## src/rtl/i2c_pkg.sv

```systemverilog
// ============================================================================
// Module      : i2c_pkg
// Description : Shared types, constants and bus-level helper for the I2C
//               write master.
// Revision    : 1.0 - initial release
// ============================================================================
`default_nettype none

package i2c_pkg;

    typedef enum logic [2:0] {
        IDLE  = 3'd0,
        START = 3'd1,
        DATA  = 3'd2,
        ACKB  = 3'd3,
        STOP  = 3'd4,
        DONE  = 3'd5
    } state_t;

    typedef logic [1:0] phase_t;

    localparam logic       I2C_WRITE   = 1'b0;
    localparam logic [6:0] WM8731_ADDR = 7'b0011010;

    // Returns {scl, sda} for a given state/phase; b is the data bit in DATA.
    function automatic logic [1:0] bus_levels(input state_t s, input phase_t p, input logic b);
        logic w_scl_high;
        logic [1:0] w_lv;
        w_scl_high = (p == 2'd1) || (p == 2'd2);
        case (s)
            START: begin
                case (p)
                    2'd0:    w_lv = 2'b11;
                    2'd3:    w_lv = 2'b00;
                    default: w_lv = 2'b10;
                endcase
            end
            DATA:    w_lv = {w_scl_high, b};
            ACKB:    w_lv = {w_scl_high, 1'b1};
            STOP: begin
                case (p)
                    2'd0:    w_lv = 2'b00;
                    2'd1:    w_lv = 2'b10;
                    default: w_lv = 2'b11;
                endcase
            end
            default: w_lv = 2'b11;
        endcase
        return w_lv;
    endfunction

endpackage

`default_nettype wire

```

## src/rtl/i2c_write_master_if.sv

```systemverilog
// ============================================================================
// Module      : i2c_write_master_if
// Description : Request handshake and I2C pad signals of the write master.
// Revision    : 1.0 - initial release
// ============================================================================
`default_nettype none

interface i2c_write_master_if #(
    parameter int NBYTES = 2
);
    logic [6:0]             addr;
    logic [NBYTES-1:0][7:0] wdata;
    logic                   req;
    logic                   ack;
    logic                   nack;
    logic                   busy;
    logic                   scl_o;
    logic                   sda_o;
    logic                   sda_i;

    modport master (
        input  addr, wdata, req, sda_i,
        output ack, nack, busy, scl_o, sda_o
    );

    modport slave (
        output addr, wdata, req, sda_i,
        input  ack, nack, busy, scl_o, sda_o
    );
endinterface

`default_nettype wire

```

## src/rtl/i2c_write_master_sync2.sv

```systemverilog
// ============================================================================
// Module      : sync2
// Description : Two-flop synchronizer with asynchronous active-low reset.
// Revision    : 1.0 - initial release
// ============================================================================
`default_nettype none

module sync2 #(
    parameter logic RESET_VAL = 1'b1
) (
    input  logic clk,
    input  logic reset_n,
    input  logic i_d,
    output logic o_q
);
    logic r_meta;
    logic r_sync;

    always_ff @(posedge clk or negedge reset_n) begin
        if (!reset_n) begin
            r_meta <= RESET_VAL;
            r_sync <= RESET_VAL;
        end else begin
            r_meta <= i_d;
            r_sync <= r_meta;
        end
    end

    assign o_q = r_sync;
endmodule

`default_nettype wire

```

## src/rtl/i2c_write_master.sv

```systemverilog
// ============================================================================
// Module      : i2c_write_master
// Description : Write-only I2C master; START, address+W, NBYTES data, STOP.
// Revision    : 1.0 - initial release
// ============================================================================
`default_nettype none

module i2c_write_master
    import i2c_pkg::*;
#(
    parameter int NBYTES = 2
) (
    input  logic                  clk,
    input  logic                  reset_n,
    input  logic                  en,
    i2c_write_master_if.master    bus
);
    localparam int c_SR_W   = (NBYTES + 1) * 8;
    localparam int c_BYTE_W = (NBYTES > 0) ? $clog2(NBYTES + 1) : 1;
    localparam logic [c_BYTE_W-1:0] c_LAST_BYTE = c_BYTE_W'(NBYTES);

    state_t              r_state, w_state_nxt;
    phase_t              r_phase, w_phase_nxt;
    logic [2:0]          r_bit, w_bit_nxt;
    logic [c_BYTE_W-1:0] r_byte, w_byte_nxt;
    logic [c_SR_W-1:0]   r_shift, w_shift_nxt;
    logic                r_scl, w_scl_nxt;
    logic                r_sda, w_sda_nxt;
    logic                r_ack, w_ack_nxt;
    logic                r_nack, w_nack_nxt;
    logic                r_busy, w_busy_nxt;
    logic                w_accept;
    logic                w_sda_sync;

    sync2 #(.RESET_VAL(1'b1)) u_sda_sync (
        .clk     (clk),
        .reset_n (reset_n),
        .i_d     (bus.sda_i),
        .o_q     (w_sda_sync)
    );

    always_ff @(posedge clk or negedge reset_n) begin
        if (!reset_n) begin
            r_state <= IDLE;
            r_phase <= 2'd0;
            r_bit   <= 3'd0;
            r_byte  <= '0;
            r_shift <= '0;
            r_scl   <= 1'b1;
            r_sda   <= 1'b1;
            r_ack   <= 1'b0;
            r_nack  <= 1'b0;
            r_busy  <= 1'b0;
        end else if (en) begin
            r_state <= w_state_nxt;
            r_phase <= w_phase_nxt;
            r_bit   <= w_bit_nxt;
            r_byte  <= w_byte_nxt;
            r_shift <= w_shift_nxt;
            r_scl   <= w_scl_nxt;
            r_sda   <= w_sda_nxt;
            r_ack   <= w_ack_nxt;
            r_nack  <= w_nack_nxt;
            r_busy  <= w_busy_nxt;
        end
    end

    always_comb begin
        w_state_nxt = r_state;
        w_phase_nxt = r_phase;
        w_bit_nxt   = r_bit;
        w_byte_nxt  = r_byte;
        w_shift_nxt = r_shift;
        w_ack_nxt   = r_ack;
        w_nack_nxt  = r_nack;
        w_busy_nxt  = r_busy;
        w_accept    = 1'b0;

        unique case (r_state)
            IDLE: w_accept = bus.req;
            START: begin
                w_phase_nxt = r_phase + 2'd1;
                if (r_phase == 2'd3) begin
                    w_state_nxt = DATA;
                    w_bit_nxt   = 3'd7;
                    w_byte_nxt  = '0;
                end
            end
            DATA: begin
                w_phase_nxt = r_phase + 2'd1;
                if (r_phase == 2'd3) begin
                    w_shift_nxt = {r_shift[c_SR_W-2:0], 1'b0};
                    if (r_bit == 3'd0) begin
                        w_state_nxt = ACKB;
                    end else begin
                        w_bit_nxt = r_bit - 3'd1;
                    end
                end
            end
            ACKB: begin
                w_phase_nxt = r_phase + 2'd1;
                // nack was cleared on accept, so it doubles as "this byte was NACKed"
                if (r_phase == 2'd2 && w_sda_sync) begin
                    w_nack_nxt = 1'b1;
                end
                if (r_phase == 2'd3) begin
                    if (r_nack || (r_byte == c_LAST_BYTE)) begin
                        w_state_nxt = STOP;
                    end else begin
                        w_state_nxt = DATA;
                        w_byte_nxt  = r_byte + c_BYTE_W'(1);
                        w_bit_nxt   = 3'd7;
                    end
                end
            end
            STOP: begin
                w_phase_nxt = r_phase + 2'd1;
                if (r_phase == 2'd3) begin
                    w_state_nxt = DONE;
                    w_ack_nxt   = 1'b1;
                    w_busy_nxt  = 1'b0;
                end
            end
            DONE: begin
                w_ack_nxt   = 1'b0;
                w_state_nxt = IDLE;
                w_accept    = bus.req;
            end
            default: w_state_nxt = IDLE;
        endcase

        if (w_accept) begin
            w_state_nxt = START;
            w_phase_nxt = 2'd0;
            w_shift_nxt = {bus.addr, I2C_WRITE, bus.wdata};
            w_busy_nxt  = 1'b1;
            w_nack_nxt  = 1'b0;
        end

        // Pads are registered from the next position so they line up with the state.
        {w_scl_nxt, w_sda_nxt} = bus_levels(w_state_nxt, w_phase_nxt, w_shift_nxt[c_SR_W-1]);
    end

    assign bus.ack   = r_ack;
    assign bus.nack  = r_nack;
    assign bus.busy  = r_busy;
    assign bus.scl_o = r_scl;
    assign bus.sda_o = r_sda;
endmodule

`default_nettype wire
```

## src/flat_wrapper.sv

```systemverilog
// flat-port wrapper written by rule: the top's interface ports become plain ports
module i2c_write_master_flat import i2c_pkg::*;
#(
    parameter int NBYTES = 2
)
  (clk, reset_n, en, bus_addr, bus_wdata, bus_req, bus_sda_i, bus_ack, bus_nack, bus_busy, bus_scl_o, bus_sda_o);
  i2c_write_master_if #(.NBYTES(NBYTES)) bus_i ();
  input  logic clk;
  input  logic reset_n;
  input  logic en;
  input wire logic [$bits(bus_i.addr)-1:0] bus_addr;
  input wire logic [$bits(bus_i.wdata)-1:0] bus_wdata;
  input wire logic [$bits(bus_i.req)-1:0] bus_req;
  input wire logic [$bits(bus_i.sda_i)-1:0] bus_sda_i;
  output wire logic [$bits(bus_i.ack)-1:0] bus_ack;
  output wire logic [$bits(bus_i.nack)-1:0] bus_nack;
  output wire logic [$bits(bus_i.busy)-1:0] bus_busy;
  output wire logic [$bits(bus_i.scl_o)-1:0] bus_scl_o;
  output wire logic [$bits(bus_i.sda_o)-1:0] bus_sda_o;
  assign bus_i.addr = bus_addr;
  assign bus_i.wdata = bus_wdata;
  assign bus_i.req = bus_req;
  assign bus_i.sda_i = bus_sda_i;
  assign bus_ack = bus_i.ack;
  assign bus_nack = bus_i.nack;
  assign bus_busy = bus_i.busy;
  assign bus_scl_o = bus_i.scl_o;
  assign bus_sda_o = bus_i.sda_o;
  i2c_write_master #(.NBYTES(NBYTES)) u_core (.clk(clk), .reset_n(reset_n), .en(en), .bus(bus_i));
endmodule
```

## config.mk

```make
export PLATFORM = sky130hd
export DESIGN_NAME = i2c_write_master_flat
export DESIGN_NICKNAME = d
export VERILOG_FILES = /design/src/rtl/i2c_pkg.sv /design/src/rtl/i2c_write_master_if.sv /design/src/rtl/i2c_write_master_sync2.sv /design/src/rtl/i2c_write_master.sv /design/src/flat_wrapper.sv
export SDC_FILE = /design/constraint.sdc
export NUM_CORES = 1
export LEC_CHECK = 0
export ABC_AREA = 1
export CORE_ASPECT_RATIO = 0.75
export CORE_MARGIN = 1.5
export CORE_UTILIZATION = 56
export CTS_BUF_LIST = sky130_fd_sc_hd__clkbuf_8
export DETAILED_ROUTE_END_ITERATION = 10
export PLACE_DENSITY = 0.82
export SLEW_MARGIN = 40
export SYNTH_ARGS = -nofsm -noshare
export SYNTH_HDL_FRONTEND = slang
export SYNTH_SLANG_ARGS = --single-unit
```

## constraint.sdc

```tcl
create_clock -name clk -period 2.85 [get_ports clk]
set_input_delay 0.57 -clock clk [delete_from_list [all_inputs] [get_ports clk]]
set_output_delay 0.57 -clock clk [all_outputs]
set_load 0.005 [all_outputs]
```

==> Word level (Yosys, flattened, before mapping) <==
Cells that the tools add are included.
{ "word_totals": {"inputBits": 28, "regBits": 41, "out_inout_bits": 5, "wordCells": 94} }
{ "op_classes": {"mux": 35, "n_eq_ne": 21, "reduce_logical": 22, "n_addsub": 3} }
{ "ops": {"columns": ["op", "count"], "rows": [
  ["$mux 24", 3],
  ["$mux 3", 12],
  ["$pmux 3 s5", 1],
  ["$reduce_bool 2->1", 7],
  ["$eq 3x2->1 const B", 4],
  ["$pmux 2 s2", 3],
  ["$reduce_and 3->1", 4],
  ["$eq 2x2->1 const B", 5],
  ["$mux 2", 5],
  ["$eq 3x3->1 const B", 3],
  ["$pmux 3 s3", 1],
  ["$mux 1", 8],
  ["$ne 2x1->1 const B", 4],
  ["$pmux 2 s4", 1],
  ["$reduce_and 7->1", 1],
  ["$eq 3x1->1 const B", 2],
  ["$logic_not 3->1", 2],
  ["$reduce_and 5->1", 1],
  ["$add 2x1->2 const B", 2],
  ["$ne 2x2->1 const B", 2],
  ["$reduce_or 4->1", 1],
  ["$reduce_bool 3->1", 1],
  ["$sub 3x1->3 const B", 1],
  ["$eq 2x1->1 const B", 1],
  ["other kinds (5)", 6]
]} }

==> Depth between registers and ports, before layout <==
{ "logic_depth": {"ltp_word": 8, "mapped_depth": 15, "depth_no_buf": 14} }

==> By module <==
Synthesis repeated with hierarchy kept, for this count alone.
{ "unflattened": {"hier_cells": 298, "area_unflattened_um2": 2343.5} }
{ "by_module_without_submodules": {"columns": ["module", "seq_area_each_um2", "area_per_inst_um2", "n_inst", "cells_per_inst"], "rows": [
  ["i2c_write_master", 978.4, 2290.9, 1, 296],
  ["sync2", 52.6, 52.6, 1, 2]
]} }

==> Least setup slack after synthesis <==
OpenSTA, ideal clock, no wires.
{ "synth_path": {"kind": "register -> register", "startpoint": "reg u_core.r_state[0]", "endpoint": "reg u_core.r_scl, in the netlist u_core.bus.scl_o", "t_arrival_ps": 1913, "path_stages_with_launch": 12, "setup_slack_ps": 864, "required_time_ps": 2778, "n_path_buf": 0, "setup_time_ps": 72, "period_less_slack_ps": 1986, "cell_sequence": "dfrtp_1 inv_2 nand2_1 nand3_4 inv_2 nor3_1 inv_1 ha_1 a21oi_1 nand4_1 nand2_1 inv_1"} }
{ "synth_via": {"elab_chain_cells": 7, "word_cells_on_any_way": 30, "classes_between": "eq/ne (12); mux (13); reduce/logical (5)"} }
{ "synth_rtl": {"columns": ["item", "line", "source"], "rows": [
  ["from (decl)", "i2c_write_master.sv:22", "state_t r_state, w_state_nxt;"],
  ["from (signal assigned)", "i2c_write_master.sv:55", "r_state <= w_state_nxt;"],
  ["$eq 3x1->1 (tied with other cells)", "i2c_write_master.sv:79", "unique case (r_state)"],
  ["$reduce_or 4->1 (no source line) or $reduce_or 2->1 (tied branches)", null, null],
  ["$mux 2 or $mux 1 (tied branches)", null, null],
  ["$mux 2 (*)", "i2c_write_master.sv:132", "if (w_accept) begin"],
  ["via u_core.w_phase_nxt[0]", "i2c_write_master.sv:23", "phase_t r_phase, w_phase_nxt;"],
  ["$eq 2x1->1 (tied with other cells)", "i2c_pkg.sv:29, i2c_pkg.sv:41", null],
  ["$pmux 2 s2 (tied with other cells)", "i2c_pkg.sv:41", "case (p)"],
  ["$pmux 2 s4 (*)", "i2c_pkg.sv:30", "case (s)"],
  ["to (signal assigned)", "i2c_write_master.sv:60", "r_scl <= w_scl_nxt;"],
  ["to (decl)", "i2c_write_master.sv:27", "logic r_scl, w_scl_nxt;"]
]} }
The timed path passes the listed nets; every way through them passes the cells marked *.
A chain may end at the register's enable or synchronous reset.

==> Worst setup path after layout <==
{ "layout_path": {"startpoint": "reg u_core.r_state[1]", "endpoint": "reg u_core.r_scl, in the netlist u_core.bus.scl_o"} }
Same word-level chain as after synthesis.

==> impl_metrics.csv <==
group,metric,value,unit
synthesis,synth_cell_types,31,
die,core_area,0.00378,mm^2
job,cap_violations,0,
drt,drt-initial-drc-count,138,
sta,finalHoldViolCount,0,
drt,vias_per_cell,5.14,
placed_design,routabilityCongestion,0.839,
drt,routed_wl,4.73,mm
drt,wl_per_cell,12.4,um
sta,max_freq,0.437,GHz
worst_setup_path,worstSetupStartpoint,"u_core.r_state[1]",
drt,m1WireLength,2.32,mm
pwr,cellPowerDensity,944,mW/mm^2
worst_setup_path,cp-end-kind,"flop",
drt,vias,1957,
worst_setup_path,ff2ff_setup_slack,560,ps
sta,skew,13.4,ps
die,start_util,0.604,
synthesis,syn_inst,296,
layout,drive_above_1_share,0.0881,
worst_setup_path,worstPathMaxFanout,8,
worst_setup_path,r2r-end,"u_core.bus.scl_o",
synthesis,synth_largest_area_cell,"dfrtp_1",
sta,setup_viol,0,
cts,post-cts-setup-buffers,0,
worst_setup_path,cp_data_required_time,3080,ps
drt,drt.antenna.violating_nets,0,
die,die_area,0.00448,mm^2
layout,n_fill_cell,309,
cts,path_clk_slew,90,ps
drt,routed-wl-met3,243,um
layout,diodes,0,
cts,postCtsHoldBufs,0,
die,fp-row-count,19,
sta,fin_hold_ws,248,ps
worst_setup_path,start_kind,"flop",
sta,slew_headroom,0.670,
sta,min_period_over_period,0.803,
global_routing,grt_start_max_net_pins,44,
synthesis,syn-cell-area,0.00228,mm^2
sta,tightest_slew,490,ps
sta,rsz0062_at_grt,"false",
status,status,"complete, no violations",
die,die_w,76.8,um
global_routing,antenna_found_initial,0,
layout,syn2layout_area_growth,19.6,%
cts,tritoncts,"yes",
worst_setup_path,cp.arrival,2520,ps
pwr,peakVddDrop,0.000568,V
cts,cts_max_level,2,
synthesis,yosysSeqAreaShare,0.451,
placed_design,io_buffers,32,
synthesis,synth-seq-cells,41,
cts,insertion_delay,290,ps
cts,root_buffer,"clkbuf_8",
global_routing,overflow,0,
worst_setup_path,path_class,"flop to flop",
layout,nets,365,
layout,regArea,0.00103,mm^2
synthesis,ys_warn_count,0,
placed_design,dp_hpwl,3.30,mm
drt,wl_met2,2.13,mm
drt,drc,0,
cts,clkSinkCount,41,
drt,highest_layer,"met4",
layout,multi_input_area,0.00103,mm^2
global_routing,grt_pass1_wl,8.28,mm
cts,post_cts_resized,0,
cts,cts.path.max_buffers,2,
worst_hold_path,hold_class,"input port to asynchronous set/reset pin",
die,io_pins,33,
worst_setup_path,endpoint,"u_core.bus.scl_o",
die,die-height,58.3,um
placed_design,place_ws,342,ps
synthesis,synth_area_leaders,"dfrtp_1 41%, nand2_1 12%, o21ai_0 8.3%, inv_1 6.4%, nor2_1 5.3%",
pwr,power.leakage,1.25,nW
layout,post-route-util,0.723,
synthesis,synth_top_area_frac,0.405,
global_routing,grt_usage,0.237,
worst_setup_path,reg2reg_depth,12,
sta,slew_violations,0,
worst_setup_path,r2r_start,"u_core.r_state[1]",
sta,fin_setup_tns,0,ps
synthesis,synth_fp_nets,333,
synthesis,syn_avg_cell_area,7.72,um^2
sta,period_needed,2290,ps
cts,cts_inserted_buffers,5,
drt,drt-pass1-iter-count,5,
sta,setup_ws,562,ps
global_routing,grt_pass1_vias,1857,
-- routing by layer --
layer,vias up,GRT usage
met5,-,0
met4,0,0.0794
met3,4,0.0450
met2,60,0.374
met1,885,0.334
li1,1008,-
-- final cells by class --
class                   instances  area share
repair buffers                 34       0.122
clock inverters                 3      0.0142
well taps                      52      0.0238
inverters                      44      0.0604
multi-input cells             202       0.377
flip-flops and latches         41       0.377
clock buffers                   5      0.0252
-- state kept, by name (all words and copies together), names as in the netlist --
signal / flops
u_core.bus.nack: 1
u_core.bus.scl_o: 1
u_core.bus.busy: 1
u_core.r_shift: 24
u_core.u_sda_sync.r_meta: 1
u_core.bus.ack: 1
u_core.r_phase: 2
u_core.u_sda_sync.o_q: 1
u_core.bus.sda_o: 1
u_core.r_state: 3
u_core.r_byte: 2
u_core.r_bit: 3
-- logic make-up (layout without fill, tap and decap cells) --
group / count (synthesis) / in the layout / share of synthesized area
and+or+nand+nor: 133 / 133 / 0.256
AOI/OAI and AO/OA: 60 / 60 / 0.146
buffers and inverters: 53 / 86 / 0.0975
DFF: 41 / 41 / 0.451
adders and majority gates: 9 / 9 / 0.0493
-- power by group --
group / total, mW / leakage, nW / internal (mW) / switching [mW]
clock network: 0.458 / 0.0593 / 0.257 / 0.201
logic: 1.15 / 0.687 / 0.433 / 0.718
registers: 0.971 / 0.506 / 0.843 / 0.128
total: 2.58 / 1.25 / 1.53 / 1.05
-- stage by stage --
step	cell area, um^2	std cells	power [mW]
CTS	2730	381	2.59
global placement	2620	373	2.07
finish	2730	381	2.58
global route	2730	381	2.83
floorplan	2280	296	1.82
detailed placement	2630	373	2.12
-- worst min path at each step --
| stage | end | slack, ps | depth (start not counted) |
|---|---|---|---|
| 3_5_place_dp | u_core.u_sda_sync.o_q | 350 | 0 |
| 3_3_place_gp | u_core.u_sda_sync.o_q | 350 | 0 |
| 5_1_grt | u_core.r_state[2] | 290 | 1 |
| 6_report | u_core.r_bit[0] | 250 | 1 |
| 4_1_cts | u_core.r_bit[1] | 270 | 1 |
| 2_1_floorplan | u_core.bus.ack | 270 | 0 |
-- cells in the mapped netlist, drive strengths merged --
cell	n
nor2	35
nand4	3
o31ai	1
nand3	12
buf	8
nor3	3
a22oi	3
a211oi	1
or2	2
o21ai	42
a31oi	6
inv	44
dfstp	4
a21oi	5
dfrtp	37
o41ai	1
o21a	1
nand2	77
clkbuf	1
ha	9
nand3b	1
-- worst max-delay path, stage by stage, from the launching register on --
cell and delay (ps):
dfrtp_1 530, inv_1 100, nand2_1 140, nor2_1 60, nor2_1 160, nor2_1 60, nor3_1 390, inv_1 130
ha_1 300, a21oi_1 160, nand4_1 120, nand2_1 70, inv_1 30
-- layout by cell type, fill, tap and decap left out, drive strengths merged --
cell / instances
nor2: 35
a22oi: 3
clkinv: 1
buf: 3
dfstp: 4
o21ai: 42
a21oi: 5
inv: 45
nand3: 12
or2: 2
a211oi: 1
o31ai: 1
bufinv: 1
clkdlybuf4s50: 31
nand4: 3
nand2: 77
ha: 9
o41ai: 1
nand3b: 1
clkbuf: 5
a31oi: 6
o21a: 1
nor3: 3
dfrtp: 37
Power figures use the tool's default switching activity.
